File: src/rtl/dmem_arbiter_pkg.sv
// dmem_arbiter_pkg: shared types and constants for the data-memory arbiter.
//   state_t              - sequencer state encoding (IDLE/BUSY/DONE)
//   DMEM_TIMEOUT_DEFAULT - default ack wait budget in cycles
package dmem_arbiter_pkg;

  typedef enum logic [1:0] {
    ST_IDLE = 2'd0,
    ST_BUSY = 2'd1,
    ST_DONE = 2'd2
  } state_t;

  localparam int unsigned DMEM_TIMEOUT_DEFAULT = 255;

endpackage

File: src/rtl/dmem_arbiter_if.sv
// dmem_arbiter_if: bundles the two requester ports, the memory port and busy.
//   slave  - arbiter side (requests/mem ack in, responses/mem strobe out)
//   master - environment side (requesters plus memory model)
interface dmem_arbiter_if;
  logic        i_m0_stb, i_m1_stb;
  logic        i_m0_we, i_m1_we;
  logic [31:0] i_m0_addr, i_m1_addr;
  logic [31:0] i_m0_wdata, i_m1_wdata;
  logic [3:0]  i_m0_be, i_m1_be;
  logic        o_m0_ack, o_m1_ack;
  logic [31:0] o_m0_rdata, o_m1_rdata;
  logic        o_m0_err, o_m1_err;
  logic        o_stb;
  logic        o_MemSrc;
  logic [31:0] o_addr;
  logic [31:0] o_wr_data;
  logic [3:0]  o_be;
  logic        i_rd_ack;
  logic [31:0] i_read_data;
  logic        o_busy;

  modport slave (
    input  i_m0_stb, i_m1_stb, i_m0_we, i_m1_we, i_m0_addr, i_m1_addr,
           i_m0_wdata, i_m1_wdata, i_m0_be, i_m1_be, i_rd_ack, i_read_data,
    output o_m0_ack, o_m1_ack, o_m0_rdata, o_m1_rdata, o_m0_err, o_m1_err,
           o_stb, o_MemSrc, o_addr, o_wr_data, o_be, o_busy
  );

  modport master (
    output i_m0_stb, i_m1_stb, i_m0_we, i_m1_we, i_m0_addr, i_m1_addr,
           i_m0_wdata, i_m1_wdata, i_m0_be, i_m1_be, i_rd_ack, i_read_data,
    input  o_m0_ack, o_m1_ack, o_m0_rdata, o_m1_rdata, o_m0_err, o_m1_err,
           o_stb, o_MemSrc, o_addr, o_wr_data, o_be, o_busy
  );
endinterface

File: src/rtl/dmem_arbiter_rr_arb2.sv
// rr_arb2: two-input round-robin grant.
//   req[1:0] - request vector          vld - at least one request
//   upd      - commit gnt as last      gnt - granted index (0/1)
// Ties go to the index not recorded in last; last resets to 1 so index 0
// wins the first contention.
module rr_arb2 (
  input  logic       clk,
  input  logic       rst_n,
  input  logic [1:0] req,
  input  logic       upd,
  output logic       vld,
  output logic       gnt
);
  logic last;

  assign vld = |req;
  // single request: that one; both: the one not served last time
  assign gnt = (&req) ? ~last : ~req[0];

  always_ff @(posedge clk or negedge rst_n) begin
    if (!rst_n)   last <= 1'b1;
    else if (upd) last <= gnt;
  end
endmodule

File: src/rtl/dmem_arbiter.sv
// dmem_arbiter: grants the single data-memory port to one of two masters,
// drives the memory strobe/address/data, waits for the memory ack (or a
// timeout) and returns a one-cycle registered ack/rdata/err to the winner.
//   clk, rst_n - clock, async active-low reset
//   bus        - requester, memory and busy signals (dmem_arbiter_if.slave)
//   TIMEOUT    - cycles o_stb stays high without ack before abort (1..255)
module dmem_arbiter
  import dmem_arbiter_pkg::*;
#(
  parameter int unsigned TIMEOUT = DMEM_TIMEOUT_DEFAULT
) (
  input  logic           clk,
  input  logic           rst_n,
  dmem_arbiter_if.slave  bus
);
  state_t           state;
  logic [7:0]       cnt;
  logic             cur;        // master owning the current transaction
  logic             arb_vld, arb_gnt, upd;
  logic             busy, stb, we;
  logic [31:0]      addr, wdata;
  logic [3:0]       be;
  logic [1:0]       ack, err;
  logic [1:0][31:0] rdata;

  assign upd = (state == ST_IDLE) && arb_vld;

  rr_arb2 u_arb (
    .clk   (clk),
    .rst_n (rst_n),
    .req   ({bus.i_m1_stb, bus.i_m0_stb}),
    .upd   (upd),
    .vld   (arb_vld),
    .gnt   (arb_gnt)
  );

  always_ff @(posedge clk or negedge rst_n) begin
    if (!rst_n) begin
      state <= ST_IDLE;
      cnt   <= '0;
      cur   <= 1'b0;
      busy  <= 1'b0;
      stb   <= 1'b0;
      we    <= 1'b0;
      addr  <= '0;
      wdata <= '0;
      be    <= '0;
      ack   <= '0;
      err   <= '0;
      rdata <= '0;
    end else begin
      case (state)
        ST_IDLE: begin
          if (arb_vld) begin
            cur   <= arb_gnt;
            we    <= arb_gnt ? bus.i_m1_we    : bus.i_m0_we;
            addr  <= arb_gnt ? bus.i_m1_addr  : bus.i_m0_addr;
            wdata <= arb_gnt ? bus.i_m1_wdata : bus.i_m0_wdata;
            be    <= arb_gnt ? bus.i_m1_be    : bus.i_m0_be;
            stb   <= 1'b1;
            busy  <= 1'b1;
            cnt   <= 8'(TIMEOUT);
            state <= ST_BUSY;
          end
        end
        ST_BUSY: begin
          // ack has priority over expiry in the same cycle
          if (bus.i_rd_ack) begin
            stb        <= 1'b0;
            ack[cur]   <= 1'b1;
            rdata[cur] <= we ? 32'd0 : bus.i_read_data;
            state      <= ST_DONE;
          end else if (cnt == 8'd1) begin
            // last allowed strobe cycle just ended without ack
            stb      <= 1'b0;
            ack[cur] <= 1'b1;
            err[cur] <= 1'b1;
            state    <= ST_DONE;
          end else begin
            cnt <= cnt - 8'd1;
          end
        end
        ST_DONE: begin
          ack   <= '0;
          err   <= '0;
          rdata <= '0;
          busy  <= 1'b0;
          state <= ST_IDLE;
        end
        default: state <= ST_IDLE;
      endcase
    end
  end

  assign bus.o_stb      = stb;
  assign bus.o_MemSrc   = we;
  assign bus.o_addr     = addr;
  assign bus.o_wr_data  = wdata;
  assign bus.o_be       = be;
  assign bus.o_busy     = busy;
  assign bus.o_m0_ack   = ack[0];
  assign bus.o_m1_ack   = ack[1];
  assign bus.o_m0_err   = err[0];
  assign bus.o_m1_err   = err[1];
  assign bus.o_m0_rdata = rdata[0];
  assign bus.o_m1_rdata = rdata[1];
endmodule

File: src/flat_wrapper.sv
// flat-port wrapper written by rule: the top's interface ports become plain ports
module dmem_arbiter_flat import dmem_arbiter_pkg::*;
#(
  parameter int unsigned TIMEOUT = DMEM_TIMEOUT_DEFAULT
)
  (clk, rst_n, bus_i_m0_stb, bus_i_m1_stb, bus_i_m0_we, bus_i_m1_we, bus_i_m0_addr, bus_i_m1_addr, bus_i_m0_wdata, bus_i_m1_wdata, bus_i_m0_be, bus_i_m1_be, bus_i_rd_ack, bus_i_read_data, bus_o_m0_ack, bus_o_m1_ack, bus_o_m0_rdata, bus_o_m1_rdata, bus_o_m0_err, bus_o_m1_err, bus_o_stb, bus_o_MemSrc, bus_o_addr, bus_o_wr_data, bus_o_be, bus_o_busy);
  dmem_arbiter_if bus_i ();
  input  logic clk;
  input  logic rst_n;
  input wire logic [$bits(bus_i.i_m0_stb)-1:0] bus_i_m0_stb;
  input wire logic [$bits(bus_i.i_m1_stb)-1:0] bus_i_m1_stb;
  input wire logic [$bits(bus_i.i_m0_we)-1:0] bus_i_m0_we;
  input wire logic [$bits(bus_i.i_m1_we)-1:0] bus_i_m1_we;
  input wire logic [$bits(bus_i.i_m0_addr)-1:0] bus_i_m0_addr;
  input wire logic [$bits(bus_i.i_m1_addr)-1:0] bus_i_m1_addr;
  input wire logic [$bits(bus_i.i_m0_wdata)-1:0] bus_i_m0_wdata;
  input wire logic [$bits(bus_i.i_m1_wdata)-1:0] bus_i_m1_wdata;
  input wire logic [$bits(bus_i.i_m0_be)-1:0] bus_i_m0_be;
  input wire logic [$bits(bus_i.i_m1_be)-1:0] bus_i_m1_be;
  input wire logic [$bits(bus_i.i_rd_ack)-1:0] bus_i_rd_ack;
  input wire logic [$bits(bus_i.i_read_data)-1:0] bus_i_read_data;
  output wire logic [$bits(bus_i.o_m0_ack)-1:0] bus_o_m0_ack;
  output wire logic [$bits(bus_i.o_m1_ack)-1:0] bus_o_m1_ack;
  output wire logic [$bits(bus_i.o_m0_rdata)-1:0] bus_o_m0_rdata;
  output wire logic [$bits(bus_i.o_m1_rdata)-1:0] bus_o_m1_rdata;
  output wire logic [$bits(bus_i.o_m0_err)-1:0] bus_o_m0_err;
  output wire logic [$bits(bus_i.o_m1_err)-1:0] bus_o_m1_err;
  output wire logic [$bits(bus_i.o_stb)-1:0] bus_o_stb;
  output wire logic [$bits(bus_i.o_MemSrc)-1:0] bus_o_MemSrc;
  output wire logic [$bits(bus_i.o_addr)-1:0] bus_o_addr;
  output wire logic [$bits(bus_i.o_wr_data)-1:0] bus_o_wr_data;
  output wire logic [$bits(bus_i.o_be)-1:0] bus_o_be;
  output wire logic [$bits(bus_i.o_busy)-1:0] bus_o_busy;
  assign bus_i.i_m0_stb = bus_i_m0_stb;
  assign bus_i.i_m1_stb = bus_i_m1_stb;
  assign bus_i.i_m0_we = bus_i_m0_we;
  assign bus_i.i_m1_we = bus_i_m1_we;
  assign bus_i.i_m0_addr = bus_i_m0_addr;
  assign bus_i.i_m1_addr = bus_i_m1_addr;
  assign bus_i.i_m0_wdata = bus_i_m0_wdata;
  assign bus_i.i_m1_wdata = bus_i_m1_wdata;
  assign bus_i.i_m0_be = bus_i_m0_be;
  assign bus_i.i_m1_be = bus_i_m1_be;
  assign bus_i.i_rd_ack = bus_i_rd_ack;
  assign bus_i.i_read_data = bus_i_read_data;
  assign bus_o_m0_ack = bus_i.o_m0_ack;
  assign bus_o_m1_ack = bus_i.o_m1_ack;
  assign bus_o_m0_rdata = bus_i.o_m0_rdata;
  assign bus_o_m1_rdata = bus_i.o_m1_rdata;
  assign bus_o_m0_err = bus_i.o_m0_err;
  assign bus_o_m1_err = bus_i.o_m1_err;
  assign bus_o_stb = bus_i.o_stb;
  assign bus_o_MemSrc = bus_i.o_MemSrc;
  assign bus_o_addr = bus_i.o_addr;
  assign bus_o_wr_data = bus_i.o_wr_data;
  assign bus_o_be = bus_i.o_be;
  assign bus_o_busy = bus_i.o_busy;
  dmem_arbiter #(.TIMEOUT(TIMEOUT)) u_core (.clk(clk), .rst_n(rst_n), .bus(bus_i));
endmodule
File: config.mk
export PLATFORM = sky130hd
export DESIGN_NAME = dmem_arbiter_flat
export DESIGN_NICKNAME = d
export VERILOG_FILES = /design/src/rtl/dmem_arbiter_pkg.sv /design/src/rtl/dmem_arbiter_if.sv /design/src/rtl/dmem_arbiter_rr_arb2.sv /design/src/rtl/dmem_arbiter.sv /design/src/flat_wrapper.sv
export SDC_FILE = /design/constraint.sdc
export NUM_CORES = 1
export LEC_CHECK = 0
export BUFFER_PORTS_ARGS = -buffer_cell sky130_fd_sc_hd__buf_2
export CORE_MARGIN = 2
export CORE_UTILIZATION = 40
export CTS_BUF_LIST = sky130_fd_sc_hd__clkbuf_16
export DETAILED_ROUTE_END_ITERATION = 6
export GPL_ROUTABILITY_DRIVEN = 0
export GPL_TIMING_DRIVEN = 0
export PLACE_DENSITY = 0.72
export SKIP_LAST_GASP = 1
export SYNTH_ARGS = -nofsm -noshare
export SYNTH_HDL_FRONTEND = slang
export SYNTH_SLANG_ARGS = --single-unit
File: constraint.sdc
create_clock -name clk -period 4.4 [get_ports clk]
set_input_delay 1.32 -clock clk [delete_from_list [all_inputs] [get_ports clk]]
set_output_delay 1.32 -clock clk [all_outputs]
set_load 0.02 [all_outputs]
==> results of run 1 <==
worst max-delay path by stage:
stage	startpoint	end	slack, ns	cells past startpoint
floorplan	bus_i_m1_stb	u_core.cnt[5]$_DFFE_PN0P_	1.89	4
CTS	bus_i_m0_stb	u_core.cur$_DFFE_PN0P_	1.71	6
global route	bus_i_m0_stb	u_core.cur$_DFFE_PN0P_	1.60	6
finish	bus_i_m0_stb	u_core.cur$_DFFE_PN0P_	1.77	6
global placement	rst_n	u_core.bus.o_addr[24]$_DFFE_PN0P_	-0.28	1
detailed placement	bus_i_m0_stb	u_core.cur$_DFFE_PN0P_	1.25	6
cell usage after synthesis (all sizes together) (4+ instances only):
cell / number
a31oi: 5
nor4: 8
o21ai: 75
inv: 10
mux2i: 71
o31ai: 64
nor2: 11
a21oi: 4
or3: 8
buf: 10
o31a: 7
nand2b: 33
clkbuf: 37
dfrtp: 150
nand2: 141
ha: 5
flip-flops by register name, summed over array words and instances (netlist names):
name and count:
u_core.bus.o_busy 1, u_core.bus.o_m0_rdata 32, u_core.state 2, u_core.err 2, u_core.cnt 8, u_core.cur 1
u_core.bus.o_addr 32, u_core.bus.o_m1_rdata 32, u_core.bus.o_stb 1, u_core.bus.o_be 4, u_core.bus.o_wr_data 32, u_core.u_arb.last 1
u_core.bus.o_MemSrc 1, u_core.ack 2
metal layers:
layer / vias up / part of all wire
li1: 2978 / -
met1: 2836 / 0.42
met4: 4 / 0.025
met3: 38 / 0.058
met2: 247 / 0.49
met5: - / 0.0013
layout make-up:
class | instances | area (sq um)
Tap cell | 220 | 275
Sequential cell | 151 | 3780
Inverter | 10 | 37.5
Antenna cell | 4 | 10.0
Clock buffer | 17 | 425
Timing Repair Buffer | 314 | 1600
Clock inverter | 15 | 129
Buffer | 47 | 218
Fill cell | 1524 | 7390
Multi-Input combinational cell | 449 | 2780
kinds of logic after synthesis:
kind of cell | synth area share
AOI/OAI and AO/OA | 0.153
adders and majority gates | 0.00918
buffers and inverters | 0.0375
DFF | 0.555
muxes | 0.104
and+or+nand+nor | 0.141
metrics by stage:
step                std cells   util  setup slack (ns)  instance area, sq um
finish                   1227  0.556              1.77                  9250
global route             1226  0.556              1.60                  9250
CTS                      1223  0.555              1.71                  9240
detailed placement       1191  0.522              1.25                  8690
global placement         1190  0.520            -0.283                  8660
floorplan                 657      -              1.89                  6810
critical path, delay by kind of cell:
kind                   cells  cell delay [ns]
AO/OA/AOI/OAI              2             0.70
AND/OR/NAND/NOR            1             0.15
buffers and inverters      3             0.77
power groups by stage:
stage               logic (mW)  registers (mW)  clock network (mW)
floorplan                 1.44            3.17                   0
global placement          3.48            2.41                   0
detailed placement        3.53            2.43                   0
CTS                       3.53            2.41                1.41
global route              3.82            2.49                1.47
finish                    3.48            2.41                1.38
==> flow_summary.yaml, run 1 <==
yosys:
  ys_types: 37
  avgSynthCellArea_sq_um: 10.4
  synth_flop_cell: "dfrtp_1"
  synth-edff-count: 0
  yosysWarningCount: 0
  synth.area.top_cells: "dfrtp_1 (55%), mux2i_1 (10%), nand2_1 (7.8%), o31ai_1 (7.1%), o21ai_0 (5.4%)"
  syn-num-nets: 837
  yosysSeqAreaShare: 0.555
  synthCells: 657
  yosysTopAreaCell: "dfrtp_1"
  yosys.area.top_type_share: 0.551
  ys_ff_latch: 151
  async_flop_share: 1.00
  synthesis.area_sq_um: 6810
routing:
  vias: 6103
  firstDrtPassIters: 5
  drtIter0Drc: 227
  avgRoutedWirePerCell_microns: 16.5
  ant_nets: 0
  routed_via_density: 4.97
  drc: 0
  routed_wl_microns: 20200
worst_hold_path:
  min_from: "u_core.bus.o_m0_rdata[25]$_DFFE_PN0P_"
  hold_depth: 2
  hp-class: "reg2reg"
  holdPathEnd: "u_core.bus.o_m0_rdata[25]$_DFFE_PN0P_"
clocking:
  clock_sinks: 151
  clkLatencyLatePin_ns: 0.42
  cts_buffer_depth: 2
  cts_setup_buffers: 0
  path_clk_slew_ns: 0.06
  cts_resized: 0
  numCtsBuffers: 17
  root_buffer: "clkbuf_16"
  cts_hold_buffers: 0
  cts_tree: "yes"
  htreeDepth: 4
sta:
  maxSlewViolCount: 0
  rsz0062_at_grt: "false"
  timing.hold.ws_ns: 0.470
  finalSetupTns_ns: 0
  hold_viol_final: 0
  setup_violations: 0
  worstMarginPinSlew_ns: 0.849
  fin_skew_ns: 0.0128
  fmax_mhz: 380
  max_slew_margin: 0.431
  min_period_ns: 2.63
  post-route-period-util: 0.598
global_routing:
  met2_usage: 0.380
  grt-ovfl-total: 0
  grtUsageTotal: 0.223
  grt_busiest_layer: "met2"
  grt_pass1_wl_microns: 31400
  grt_util_met3: 0.0465
  use_met1: 0.278
  antenna_found_initial: 6
  grt_pass1_vias: 5870
  grt_max_degree: 84
power_and_ir_drop:
  power.share.sequential: 0.332
  swShare: 0.458
  leakage_nw: 4.84
  comb_power_share: 0.479
  powerDensity_nw_per_um2: 787
  power_mw: 7.28
  power.internal_mw: 3.94
  power.share.clock: 0.190
  switchingPower_mw: 3.33
  vdd_drop_max_mv: 0.303
critical_path:
  path_cells: "buf_2 -> o21ai_1 -> buf_6 -> clkbuf_1 -> nor2_1 -> a21oi_1"
  cp-end-kind: "register"
  reg2reg_to: "u_core.bus.o_m0_rdata[31]$_DFFE_PN0P_"
  cpMaxStageDelayCell: "o21ai_1"
  crit_type: "in2reg"
  crit_fanout: 10
  cp.required_ns: 4.73
  r2r_start: "u_core.state[1]$_DFFE_PN0P_"
  critPathMaxStageDelay_ns: 0.53
  critPathArrivalTime_ns: 2.96
  startpoint_type: "input pin"
  timing.reg2reg.setup_slack_ns: 2.13
  r2r_cells: 8
placed_design:
  dp_hpwl_microns: 15600
  port_buffers: 313
cells_and_area:
  fin_nets: 1170
  final_cell_mix: "buf_2 (319), dfrtp_1 (150), nand2_1 (141)"
  layout_commonest_cell: "buf_2"
  drive_above_1_share: 0.367
  area_growth_pct: 35.8
floorplanning:
  dieArea_sq_um: 18100
  initial_core_util: 0.409
  core_area_sq_um: 16600
  die_h_microns: 135
  num_rows: 47
  io_pins: 314
  die_x_microns: 135
job:
  maxCapViolations: 0
outcome:
  outcome: "finished, final reports clean"
No activity file was read; power rests on OpenSTA's default activity.
==> run 2, diff against run 1 <==
Settings changed: ABC_AREA from default to 1.
Clock period 4.4 ns to 2.7 ns, I/O delays scaled along.
==> flow_summary.yaml, run 2 <==
outcome:
  outcome: "finished, final reports clean"
floorplanning:
  core_area_sq_um: 17200
  num_rows: 48
  die_x_microns: 137
  initial_core_util: 0.407
  die_h_microns: 137
  dieArea_sq_um: 18600
  io_pins: 314
routing:
  drtIter0Drc: 389
  drc: 0
  routed_via_density: 4.79
  avgRoutedWirePerCell_microns: 15.6
  routed_wl_microns: 22400
  vias: 6904
  ant_nets: 0
  firstDrtPassIters: 5
sta:
  fin_skew_ns: 0.00997
  post-route-period-util: 0.697
  worstMarginPinSlew_ns: 0.693
  timing.hold.ws_ns: 0.382
  fmax_mhz: 532
  fin_ws_ns: 0.819
  maxSlewViolCount: 0
  setup_violations: 0
  min_period_ns: 1.88
  max_slew_margin: 0.538
  hold_viol_final: 0
  finalSetupTns_ns: 0
  rsz0062_at_grt: "false"
yosys:
  async_flop_share: 1.00
  yosys.area.top_type_share: 0.534
  syn-num-nets: 1046
  ys_ff_latch: 151
  synthCells: 866
  yosysSeqAreaShare: 0.538
  synth_flop_cell: "dfrtp_1"
  ys_types: 25
  synth_top_cells_by_count: "nand2_1 (192), dfrtp_1 (150), inv_1 (116), nor2_1 (114)"
  avgSynthCellArea_sq_um: 8.11
  yosysTopAreaCell: "dfrtp_1"
  synthesis.area_sq_um: 7020
  yosysWarningCount: 0
  synth.most_common_cell: "nand2_1"
  synth.area.top_cells: "dfrtp_1 (53%), nand2_1 (10%), inv_1 (6.2%), a31oi_1 (6.1%), nor2_1 (6.1%)"
  synth-edff-count: 0
clocking:
  path_clk_slew_ns: 0.06
  cts_tree: "yes"
  cts_setup_buffers: 0
  clock_sinks: 151
  cts_buffer_depth: 2
  cts_hold_buffers: 0
  cts_resized: 0
  htreeDepth: 4
  numCtsBuffers: 17
  clkLatencyLatePin_ns: 0.42
  root_buffer: "clkbuf_16"
global_routing:
  grt_max_degree: 82
  grt_pass1_vias: 6356
  grt-ovfl-total: 0
  antenna_found_initial: 4
  grtUsageTotal: 0.236
  grt_pass1_wl_microns: 33500
cells_and_area:
  final_cell_mix: "buf_2 (325), nand2_1 (192), dfrtp_1 (150)"
  stdcell_count: 1440
  area_growth_pct: 35.5
  fin_nets: 1379
  final_util: 0.552
  layout_commonest_cell: "buf_2"
  stdcell_area_sq_um: 9510
  n_fill_cell: 1644
  drive_above_1_share: 0.322
worst_hold_path:
  hp-class: "in2async"
critical_path:
  timing.reg2reg.setup_slack_ns: 0.82
  r2r_cells: 7
  reg2reg_to: "u_core.bus.o_wr_data[2]$_DFFE_PN0P_"
  cp-end-kind: "register"
  r2r_start: "u_core.state[0]$_DFFE_PN0P_"
  cp.required_ns: 2.99
  critPathArrivalTime_ns: 2.17
  startpoint_type: "register"
  crit_type: "reg2reg"
  crit_fanout: 10
job:
  maxCapViolations: 0
placed_design:
  place_area_sq_um: 8900
  dp_hpwl_microns: 17200
  port_buffers: 313
  dp.cells: 1405
  place_ws_ns: 0.499
power_and_ir_drop:
  vdd_drop_max_mv: 0.576
  leakage_nw: 4.99
  powerDensity_nw_per_um2: 1250
  power_mw: 11.9
run 2: cell types whose count changed in the layout (fill, tap and decap cells not counted), sizes merged, moves of 14 or more:
cell and delta:
nand2b -33, a31oi +64, buf +20, inv +108, nand3 +70, clkbuf -14
nand2 +52, mux2i -71, o31ai -64, nor2 +106
run 2: how the worst max path moves through the flow:
stage / startpoint / to / cells after the start
after global placement: rst_n / u_core.bus.o_addr[28]$_DFFE_PN0P_ / 1
after CTS: u_core.state[0]$_DFFE_PN0P_ / u_core.bus.o_wr_data[2]$_DFFE_PN0P_ / 7
after detailed placement: bus_i_m1_stb / u_core.bus.o_wr_data[2]$_DFFE_PN0P_ / 6
after global routing: u_core.state[0]$_DFFE_PN0P_ / u_core.bus.o_wr_data[31]$_DFFE_PN0P_ / 7
after floorplan: bus_i_m0_stb / u_core.bus.o_be[0]$_DFFE_PN0P_ / 6
final: u_core.state[0]$_DFFE_PN0P_ / u_core.bus.o_wr_data[2]$_DFFE_PN0P_ / 7
run 2: logic make-up after synthesis:
| group | count (synthesis) | synth area share |
|---|---|---|
| simple gates | 383 | 0.220 |
| buf+inv | 173 | 0.104 |
| compound gates | 153 | 0.127 |
| flops | 151 | 0.538 |
| fa+ha+maj | 5 | 0.00891 |
| xor+xnor | 1 | 0.00125 |
run 2: worst max-delay path: stages (launching register included):
cell and delay [ns]:
dfrtp_1 0.40, inv_1 0.09, ha_1 0.16, inv_1 0.07
a21oi_2 0.40, buf_4 0.30, buf_4 0.21, a31oi_1 0.12
run 2: area by class of cell:
class,count,area (sq um),share of cell area
Sequential cell,151,3780,0.397
Multi-Input combinational cell,542,2510,0.264
Timing Repair Buffer,314,1600,0.168
Inverter,120,450,0.0473
Clock buffer,17,425,0.0447
Buffer,53,283,0.0297
Tap cell,225,282,0.0296
Clock inverter,15,176,0.0185
Antenna cell,3,7.51,0.000789
run 2: where the power goes:
group | internal [mW] | switching, mW
registers | 3.28 | 0.578
clock network | 1.46 | 1.01
logic | 1.80 | 3.79
total | 6.54 | 5.38
run 2: per-layer routing:
layer	wire, microns	track usage	vias up
met4	625	0.0978	0
met5	0	0	-
met3	1750	0.0585	35
li1	-	-	3437
met1	9050	0.289	3134
met2	11000	0.398	298
